File: config.mk
export PLATFORM = sky130hd
export DESIGN_NAME = bpred_table_update_ctrl
export DESIGN_NICKNAME = d
export VERILOG_FILES = /design/src/rtl/bpred_pkg.sv /design/src/rtl/bpred_upd_fifo.sv /design/src/rtl/bpred_table_update_ctrl.sv
export SDC_FILE = /design/constraint.sdc
export NUM_CORES = 1
export LEC_CHECK = 0
export ABC_AREA = 1
export CAP_MARGIN = 20
export CORE_AREA = 2 2 94 96
export DETAILED_ROUTE_END_ITERATION = 8
export DIE_AREA = 0 0 96 98
export GPL_ROUTABILITY_DRIVEN = 0
export PLACE_DENSITY = 0.77
export RECOVER_POWER = 50
export SETUP_SLACK_MARGIN = 0.3
export SLEW_MARGIN = 20
export SYNTH_ARGS = -nofsm -noshare
export SYNTH_HDL_FRONTEND = slang
export SYNTH_HIERARCHICAL = 1
export SYNTH_SLANG_ARGS = --single-unit
File: constraint.sdc
create_clock -name clk -period 5.1 [get_ports clk]
set_clock_uncertainty 0.1 [all_clocks]
set_input_delay 1.275 -clock clk [delete_from_list [all_inputs] [get_ports clk]]
set_output_delay 1.275 -clock clk [all_outputs]
set_load 0.005 [all_outputs]
File: src/rtl/bpred_pkg.sv
// Shared types and saturating-counter helpers for the bimodal direction table.
// The entry layout here matches the default table geometry.
package bpred_pkg;

  typedef enum logic {
    INIT = 1'b0,
    RUN  = 1'b1
  } ctrl_state_e;

  localparam int BP_IDX_W = 12;
  localparam int BP_CTR_W = 2;
  localparam logic [BP_CTR_W-1:0] BP_INIT_VAL = 2'b01;

  // Helpers work on a fixed 8-bit carrier; callers cast to their counter width.
  localparam int SAT_W = 8;

  typedef struct packed {
    logic [BP_IDX_W-1:0] idx;
    logic [BP_CTR_W-1:0] data;
  } upd_entry_t;

  function automatic logic [SAT_W-1:0] sat_inc(input logic [SAT_W-1:0] v,
                                                input logic [SAT_W-1:0] max_v);
    return (v >= max_v) ? max_v : v + SAT_W'(1);
  endfunction

  function automatic logic [SAT_W-1:0] sat_dec(input logic [SAT_W-1:0] v);
    return (v == '0) ? '0 : v - SAT_W'(1);
  endfunction

  function automatic logic [SAT_W-1:0] sat_step(input logic [SAT_W-1:0] v,
                                                 input logic             taken,
                                                 input logic [SAT_W-1:0] max_v);
    return taken ? sat_inc(v, max_v) : sat_dec(v);
  endfunction

endpackage

File: src/rtl/bpred_upd_fifo.sv
// Small update queue with head/tail visibility and in-place tail overwrite,
// used to coalesce repeated updates to the same table entry.
module bpred_upd_fifo #(
  parameter  int DEPTH = 4,
  parameter  int W     = 14,
  localparam int PTR_W = $clog2(DEPTH),
  localparam int CNT_W = PTR_W + 1
) (
  input  logic             clk,
  input  logic             reset,
  input  logic             flush,
  input  logic             push,
  input  logic [W-1:0]     push_data,
  input  logic             pop,
  input  logic             tail_wr,
  input  logic [W-1:0]     tail_wdata,
  output logic [W-1:0]     head_data,
  output logic [W-1:0]     tail_data,
  output logic [CNT_W-1:0] count,
  output logic             empty
);

  logic [W-1:0]     mem [DEPTH];
  logic [PTR_W-1:0] rd_ptr;
  logic [PTR_W-1:0] wr_ptr;
  logic [PTR_W-1:0] tail_ptr;

  // Depth is a power of two, so the pointers wrap naturally.
  assign tail_ptr  = wr_ptr - PTR_W'(1);
  assign head_data = mem[rd_ptr];
  assign tail_data = mem[tail_ptr];
  assign empty     = (count == '0);

  // NOTE: sequential state uses non-blocking assignments so every register
  // samples the pre-edge values of its neighbours.
  always_ff @(posedge clk or negedge reset) begin
    if (!reset) begin
      rd_ptr <= '0;
      wr_ptr <= '0;
      count  <= '0;
    end else if (flush) begin
      rd_ptr <= '0;
      wr_ptr <= '0;
      count  <= '0;
    end else begin
      if (push) wr_ptr <= wr_ptr + PTR_W'(1);
      if (pop)  rd_ptr <= rd_ptr + PTR_W'(1);
      case ({push, pop})
        2'b10:   count <= count + CNT_W'(1);
        2'b01:   count <= count - CNT_W'(1);
        default: count <= count;
      endcase
    end
  end

  // NOTE: the storage array has no reset; entries are only read once the
  // occupancy count says they were written.
  always_ff @(posedge clk) begin
    if (push) begin
      mem[wr_ptr] <= push_data;
    end else if (tail_wr) begin
      mem[tail_ptr] <= tail_wdata;
    end
  end

endmodule

File: src/rtl/bpred_table_update_ctrl.sv
// Sequences all writes into the bimodal direction table: an initial/requested
// sweep to INIT_VAL, then draining of coalesced execute-stage updates.
module bpred_table_update_ctrl
  import bpred_pkg::*;
#(
  parameter  int               IDX_W      = 12,
  parameter  int               CTR_W      = 2,
  parameter  int               FIFO_DEPTH = 4,
  parameter  logic [CTR_W-1:0] INIT_VAL   = CTR_W'(BP_INIT_VAL),
  localparam int               CNT_W      = $clog2(FIFO_DEPTH) + 1
) (
  input  logic             clk,
  input  logic             reset,
  input  logic             reinit,
  input  logic             stall,
  input  logic             upd_valid,
  input  logic [IDX_W-1:0] upd_index,
  input  logic [CTR_W-1:0] upd_ctr,
  input  logic             upd_taken,
  output logic             upd_ready,
  input  logic             lu_valid,
  input  logic [IDX_W-1:0] lu_index,
  output logic             tbl_wren,
  output logic [IDX_W-1:0] tbl_wraddr,
  output logic [CTR_W-1:0] tbl_wdata,
  output logic             init_done,
  output logic [CNT_W-1:0] q_count,
  output logic             q_overflow
);

  localparam int               ENT_W   = IDX_W + CTR_W;
  localparam logic [SAT_W-1:0] CTR_MAX = SAT_W'((2 ** CTR_W) - 1);

  typedef struct packed {
    logic [IDX_W-1:0] idx;
    logic [CTR_W-1:0] data;
  } entry_t;

  function automatic logic [CTR_W-1:0] next_ctr(input logic [CTR_W-1:0] cur,
                                                input logic             taken);
    return CTR_W'(sat_step(SAT_W'(cur), taken, CTR_MAX));
  endfunction

  ctrl_state_e      state_q, state_d;
  logic [IDX_W-1:0] sweep_q, sweep_d;
  logic             ovf_q, ovf_d;

  entry_t           head, tail, push_entry, tail_new;
  logic             q_empty;
  logic             in_run;
  logic             accept, coalesce, push, pop;
  logic             tail_popping, lu_hit;

  assign in_run    = (state_q == RUN);
  assign init_done = in_run;
  assign upd_ready = in_run & (q_count < CNT_W'(FIFO_DEPTH));
  assign q_overflow = ovf_q;

  // Drain the head unless fetch is stalled or is reading the same entry.
  assign lu_hit = lu_valid & (lu_index == head.idx);
  assign pop    = in_run & !q_empty & !stall & !lu_hit;

  // A repeat of the tail index folds into the tail, using the queued value
  // as the fresher counter; a tail that is leaving this cycle cannot be folded.
  assign accept       = upd_valid & upd_ready;
  assign tail_popping = pop & (q_count == CNT_W'(1));
  assign coalesce     = accept & !q_empty & (tail.idx == upd_index) & !tail_popping;
  assign push         = accept & !coalesce;

  assign push_entry = '{idx: upd_index, data: next_ctr(upd_ctr, upd_taken)};
  assign tail_new   = '{idx: tail.idx,  data: next_ctr(tail.data, upd_taken)};

  bpred_upd_fifo #(
    .DEPTH (FIFO_DEPTH),
    .W     (ENT_W)
  ) u_fifo (
    .clk        (clk),
    .reset      (reset),
    .flush      (reinit),
    .push       (push),
    .push_data  (push_entry),
    .pop        (pop),
    .tail_wr    (coalesce),
    .tail_wdata (tail_new),
    .head_data  (head),
    .tail_data  (tail),
    .count      (q_count),
    .empty      (q_empty)
  );

  always_ff @(posedge clk or negedge reset) begin
    if (!reset) begin
      state_q <= INIT;
      sweep_q <= '0;
      ovf_q   <= 1'b0;
    end else begin
      state_q <= state_d;
      sweep_q <= sweep_d;
      ovf_q   <= ovf_d;
    end
  end

  // NOTE: every next-state signal gets a default first so no path through
  // this block leaves a variable unassigned and infers a latch.
  always_comb begin
    state_d = state_q;
    sweep_d = sweep_q;
    ovf_d   = ovf_q;
    unique case (state_q)
      INIT: begin
        sweep_d = sweep_q + IDX_W'(1);
        if (sweep_q == '1) state_d = RUN;
      end
      RUN: begin
        sweep_d = '0;
        if (upd_valid && !upd_ready) ovf_d = 1'b1;
      end
      default: state_d = INIT;
    endcase
    if (reinit) begin
      state_d = INIT;
      sweep_d = '0;
      ovf_d   = 1'b0;
    end
  end

  // Write port is forced idle while reset is held, independent of the clock.
  always_comb begin
    tbl_wren   = 1'b0;
    tbl_wraddr = '0;
    tbl_wdata  = '0;
    if (reset) begin
      if (state_q == INIT) begin
        tbl_wren   = 1'b1;
        tbl_wraddr = sweep_q;
        tbl_wdata  = INIT_VAL;
      end else begin
        tbl_wren   = pop;
        tbl_wraddr = head.idx;
        tbl_wdata  = head.data;
      end
    end
  end

endmodule
# Yosys cells after proc, flatten, opt, wreduce, memory -nomap -nowiden
# Memory sizes are Yosys's and may differ from the RTL's.
# Cells that the tools add are included.
# totals
regBits	21
latchBits	0
mem_bits_rw	56
mem_bits_ro	0
inputBits	33
output_inout_bits	21
word_cells	89
memories	1
# op_classes
addsub	10
n_mul	0
n_div	0
n_lt_le_gt_ge	3
n_eq_ne	6
shift	0
muxes	34
n_bitwise	12
n_reduce_logical	17
# mem_list
name	words	width	rd	rd_ports_with_merged_regs	wr	line	source
u_fifo.mem	4	14	2	0	1	bpred_upd_fifo.sv:23	logic [W-1:0] mem [DEPTH];
# op_table
operator	count
12-bit two-way mux	3
2-bit two-way mux	13
12-bit == test	2
12-bit case mux with 2 select lines	1
1-bit two-way mux	14
14-bit two-way mux	1
14-bit OR reduction	1
12-bit by 1-bit adder with 12-bit output (second input constant)	1
12-bit == test (second input constant)	1
1-bit bitwise AND	11
2-bit by 1-bit adder with 2-bit output (second input constant)	4
2-bit nonzero test	4
1-bit logical NOT	6
3-bit case mux with 2 select lines	1
2-bit by 1-bit subtractor with 2-bit output (second input constant)	3
2-bit greater-or-equal comparator (second input constant)	2
2-bit logical NOT	2
3-bit by 1-bit adder with 3-bit output (second input constant)	1
3-bit by 1-bit == test with 1-bit output (second input constant)	1
3-bit logical NOT	1
3-bit less-than comparator (second input constant)	1
3-bit two-way mux	1
3-bit nonzero test	1
3-bit by 1-bit subtractor with 3-bit output (second input constant)	1
5 further kinds	5

# Longest topological paths before layout
# logic_depth
word_depth	14
mapped_depth	24
depth_no_buf	22

# Modules after synthesis
# Netlist, hierarchy kept.
# by_module_without_submodules
module	n_inst	cells_per_inst	area_per_inst_um2	seq_area_each_um2
bpred_upd_fifo	1	327	3031.7	1856.8
bpred_table_update_ctrl	1	264	1498.9	350.3

# Least setup slack after synthesis
# No wires, ideal clock.
# synth_path
kind	input port to flip-flop
from	input port lu_index[11]
to	memory u_fifo.mem[0][0], enable pin
setup_ns	0.384
arrival_ns	3.082
required_time_ns	4.616
path_slack_ns	1.534
cell_stages	14
path_buffers	0
path_cell_list	inv_1 -> o21ai_0 -> inv_1 -> nand2_1 -> nor2_1 -> nand2_1 -> nand3_1 -> a21oi_1 -> inv_2 -> nand2_4 -> inv_2 -> nand2_1 -> nand3_1 -> nor2_1
# synth_via
elab_chain_cells	13
elab_cells_between_ends	17
classes_between	1 x eq/ne; 7 x mux; 5 x bitwise; 4 x reduce/logical
# synth_rtl
item	line	source
start, declared	bpred_table_update_ctrl.sv:22	input logic [IDX_W-1:0] lu_index,
12-bit == test (*)	bpred_table_update_ctrl.sv:60	assign lu_hit = lu_valid & (lu_index == head.idx);
1-bit bitwise AND (*)	bpred_table_update_ctrl.sv:60	
1-bit logical NOT (*)	bpred_table_update_ctrl.sv:61	assign pop = in_run & !q_empty & !stall & !lu_hit;
1-bit bitwise AND (*)	bpred_table_update_ctrl.sv:61	
1-bit bitwise AND (*)	bpred_table_update_ctrl.sv:66	assign tail_popping = pop & (q_count == CNT_W'(1));
1-bit logical NOT (*)	bpred_table_update_ctrl.sv:67	assign coalesce = accept & !q_empty & (tail.idx == upd_index) & !tail_popping;
1-bit bitwise AND (*)	bpred_table_update_ctrl.sv:67	
1-bit logical NOT (*)	bpred_table_update_ctrl.sv:68	assign push = accept & !coalesce;
1-bit bitwise AND (*)	bpred_table_update_ctrl.sv:68	
net push	bpred_table_update_ctrl.sv:51	logic accept, coalesce, push, pop;
1-bit two-way mux	bpred_upd_fifo.sv:59	if (push) begin
1-bit two-way mux (not written as such)	bpred_upd_fifo.sv:62	mem[tail_ptr] <= tail_wdata;
14-bit OR reduction (no source line)	-	
2-bit two-way mux (no source line) or 1-bit two-way mux (tied branches)	-	
end, declared	bpred_upd_fifo.sv:23	
# The timed path passes the listed nets; every way through them passes the cells marked *.

==> flow_summary.toml <==
[sta]
hold_slack_ps = 396
relSlewSlack_pct = 31.1
tightest_slew_ps = 1030
period_needed_ps = 4670
max_clock_freq_mhz = 214
slew_violations = 0
fin_tns_setup_ps = 0
rsz0062_at_grt = "no"
fin_crit_sh_pct = 91.6
hold_viol = 0
final-setup-viol-count = 0

[synthesis]
ys_seq_elements = 77
yosysSeqAreaShare_pct = 48.7
ys_warn_count = 6
syn_nets = 626
yosys-top-cells-count = "nand2_1, nor2_1, inv_1, edfxtp_1, o21ai_0"
synth-async-reset-ratio_pct = 27.3
yosysMostFrequentCell = "nand2_1"
synth_top_area_share_pct = 37.1
yosys-top-cells-area = "edfxtp_1, nand2_1, dfrtp_1"
synth_edf_count = 56
synth_cell_types = 35
ys.flop_type = "edfxtp_1"
synthCells = 591
avgSynthCellArea_um2 = 7.67
synth_top_area_cell = "edfxtp_1"
netlist_area_mm2 = 0.00453

[power]
p_int_mw = 0.990
power.total_mw = 1.27
vdd_drop_max_mv = 0.159
pwr-share-clk_pct = 38.7
switching_share_pct = 21.8
power_frac_comb_pct = 7.4
power_density_mw_per_mm2 = 236
p_sw_mw = 0.277
seq_power_share_pct = 53.9
p_leak_nw = 2.34

[drt]
wl_per_cell_um = 15.7
drtPass1Iterations = 5
vias = 4216
drc = 0
drt_iter0_markers = 367
drtAntennaViolNets = 0
vias_per_cell = 5.55
routed_wl_mm = 11.9

[setup_path]
worst-setup-path-type = "flop to flop"
critical_path.cell_chain = "inv_1, o21ai_0, o22ai_1, inv_1, nor2_1, nor2_1, nand2_1, nor2_1, nand2_1, nand3_1, a21oi_1, inv_1, nand2_1, inv_2, nand2_1, nand3_1, nor2_1, buf_4"
critPathSlowestCell = "dfrtp_1"
reg2reg_depth = 18
cp.required_ps = 5030
critPathMaxFanout = 18
slowest_delay_ps = 610
arrival_ps = 4600
r2r-start = "u_fifo/rd_ptr[1]"
critPathTopFamily = "simple AND/OR/NAND/NOR gates"
path_buf_inv = 5
setup.worst_path.start_class = "flop"
crit_path_end_kind = "flop"
worstReg2RegEnd = "u_fifo/mem[2][13]"
r2r_setup_slack_ps = 430

[clocking]
clkSinkCount = 77
cts.repair.resized = 0
hold_buffers = 0
clk_path_buf_depth = 2
cts.htree.levels = 3
cts_root_buffer = "clkbuf_8"
path_clk_slew_ps = 80
cts_tree = "yes"
numCtsBuffers = 9
insertion_delay_ps = 350
post_cts_buffers = 0

[global_route]
grt_pass1_wl_mm = 18.9
antenna_found_initial = 0
grt.total_usage_pct = 26.5
grt_pass1_vias = 3894
grt_max_degree = 30
grt-ovfl-total = 0

[layout]
nNetsFinal = 682
synthToLayoutAreaGrowth_pct = 18.5
diodes = 0
drive_above_1_share_pct = 5.21

[min_path]
min_path_cells = 1
hold_class = "flop to flop"
hold_path.startpoint = "sweep_q[0]"
holdPathEnd = "sweep_q[0]"

[place]
hpwlAfterDp_mm = 8.62
portBuffers = 53

[floorplanning]
initial_core_util_pct = 53.5
die_w_um = 96
io-pin-count = 54
dieHeight_um = 98
core_mm2 = 0.00847
die_area_mm2 = 0.00941
rows = 34

[status]
run_status = "complete, no violations"

[run]
cap_violations = 0
per-layer routing:
layer  vias up  global-route usage (%)  share of wire (%)
met2       158                    46.2                 51
met1      1994                    33.7                 42
met3        18                    3.94                5.8
li1       2046                       -                  -
met4         0                    7.69                1.2
met5         -                       0                  0
cells by family (layout without fill, tap and decap cells):
family | Yosys count | count (layout) | share of synthesized area, %
buffers and inverters | 86 | 147 | 7.79
AND/OR/NAND/NOR | 330 | 330 | 30.8
flip-flops | 77 | 77 | 48.7
XOR/XNOR | 7 | 7 | 1.35
adder cells (fa/ha/maj) | 2 | 2 | 0.718
AO/OA/AOI/OAI | 89 | 89 | 10.6
worst max-delay path by stage:
stage / from / to / slack [ps] / cells past startpoint
2_1_floorplan: lu_index[11] / u_fifo/mem[0][0] / 1530 / 14
3_3_place_gp: reset / tbl_wraddr[5] / 800 / 5
3_5_place_dp: reset / tbl_wraddr[8] / 750 / 5
4_1_cts: u_fifo/rd_ptr[1] / tbl_wren / 550 / 12
5_1_grt: u_fifo/rd_ptr[1] / u_fifo/mem[2][7] / 170 / 18
6_report: u_fifo/rd_ptr[1] / u_fifo/mem[2][13] / 430 / 18
worst reg2reg max path, delay by kind of cell, from the launching register on:
kind | cells | cell delay (ps)
buf+inv | 5 | 1360
flops | 1 | 610
compound gates | 3 | 910
simple gates | 10 | 1370
cells in the final DEF, fill, tap and decap left out:
cell type          n
a211oi_1           2
a21oi_1           18
and3b_1            1
buf_4              7
clkbuf_1           5
clkbuf_16          3
clkbuf_8           9
clkdlybuf4s50_1   46
clkinv_1           1
clkinv_2           1
dfrtp_1           21
dlygate4sd3_1      7
edfxtp_1          56
fa_1               1
ha_1               1
inv_1             62
inv_2              3
inv_4              2
inv_6              1
nand2_1          201
nand2_2            1
nand3_1           12
nand3_2            2
nand4_1           18
nor2_1            74
nor2_2             2
nor2_4             2
nor3_1            10
nor3_4             1
nor3b_1            5
o21a_1             1
o21ai_0           52
o21bai_1           1
o22ai_1           15
or2_0              1
xnor2_1            3
xor2_1             4
through the flow:
stage / util, % / instance area, um2 / setup slack (ps) / instances
after floorplan: - / 4530 / 1530 / 591
after global placement: 61.2 / 5180 / 801 / 744
after detailed placement: 61.2 / 5180 / 750 / 744
after CTS: 63.8 / 5400 / 546 / 760
after global routing: 63.4 / 5370 / 166 / 760
final: 63.4 / 5370 / 428 / 760
power by group through the flow:
| stage | registers (mW) | clock network (mW) | logic [mW] |
|---|---|---|---|
| 3_5_place_dp | 0.696 | 0 | 0.0960 |
| 3_3_place_gp | 0.696 | 0 | 0.0935 |
| 2_1_floorplan | 0.695 | 0 | 0.0412 |
| 4_1_cts | 0.682 | 0.501 | 0.0966 |
| 6_report | 0.682 | 0.490 | 0.0941 |
| 5_1_grt | 0.683 | 0.528 | 0.107 |
layout make-up:
cell class	instances	area, um2
Fill cell	771	3100
Sequential cell	77	2210
Tap cell	108	135
Clock inverter	3	20.0
Clock buffer	13	203
Inverter	67	254
Timing Repair Buffer	64	598
Multi-Input combinational cell	428	1950
flip-flops by register name, indices dropped and copies added, names as in the netlist:
name / count
u_fifo/count: 3
u_fifo/wr_ptr: 2
q_overflow: 1
u_fifo/mem: 56
sweep_q: 12
u_fifo/rd_ptr: 2
init_done: 1
Note: power is estimated with default switching activity, not from simulation.
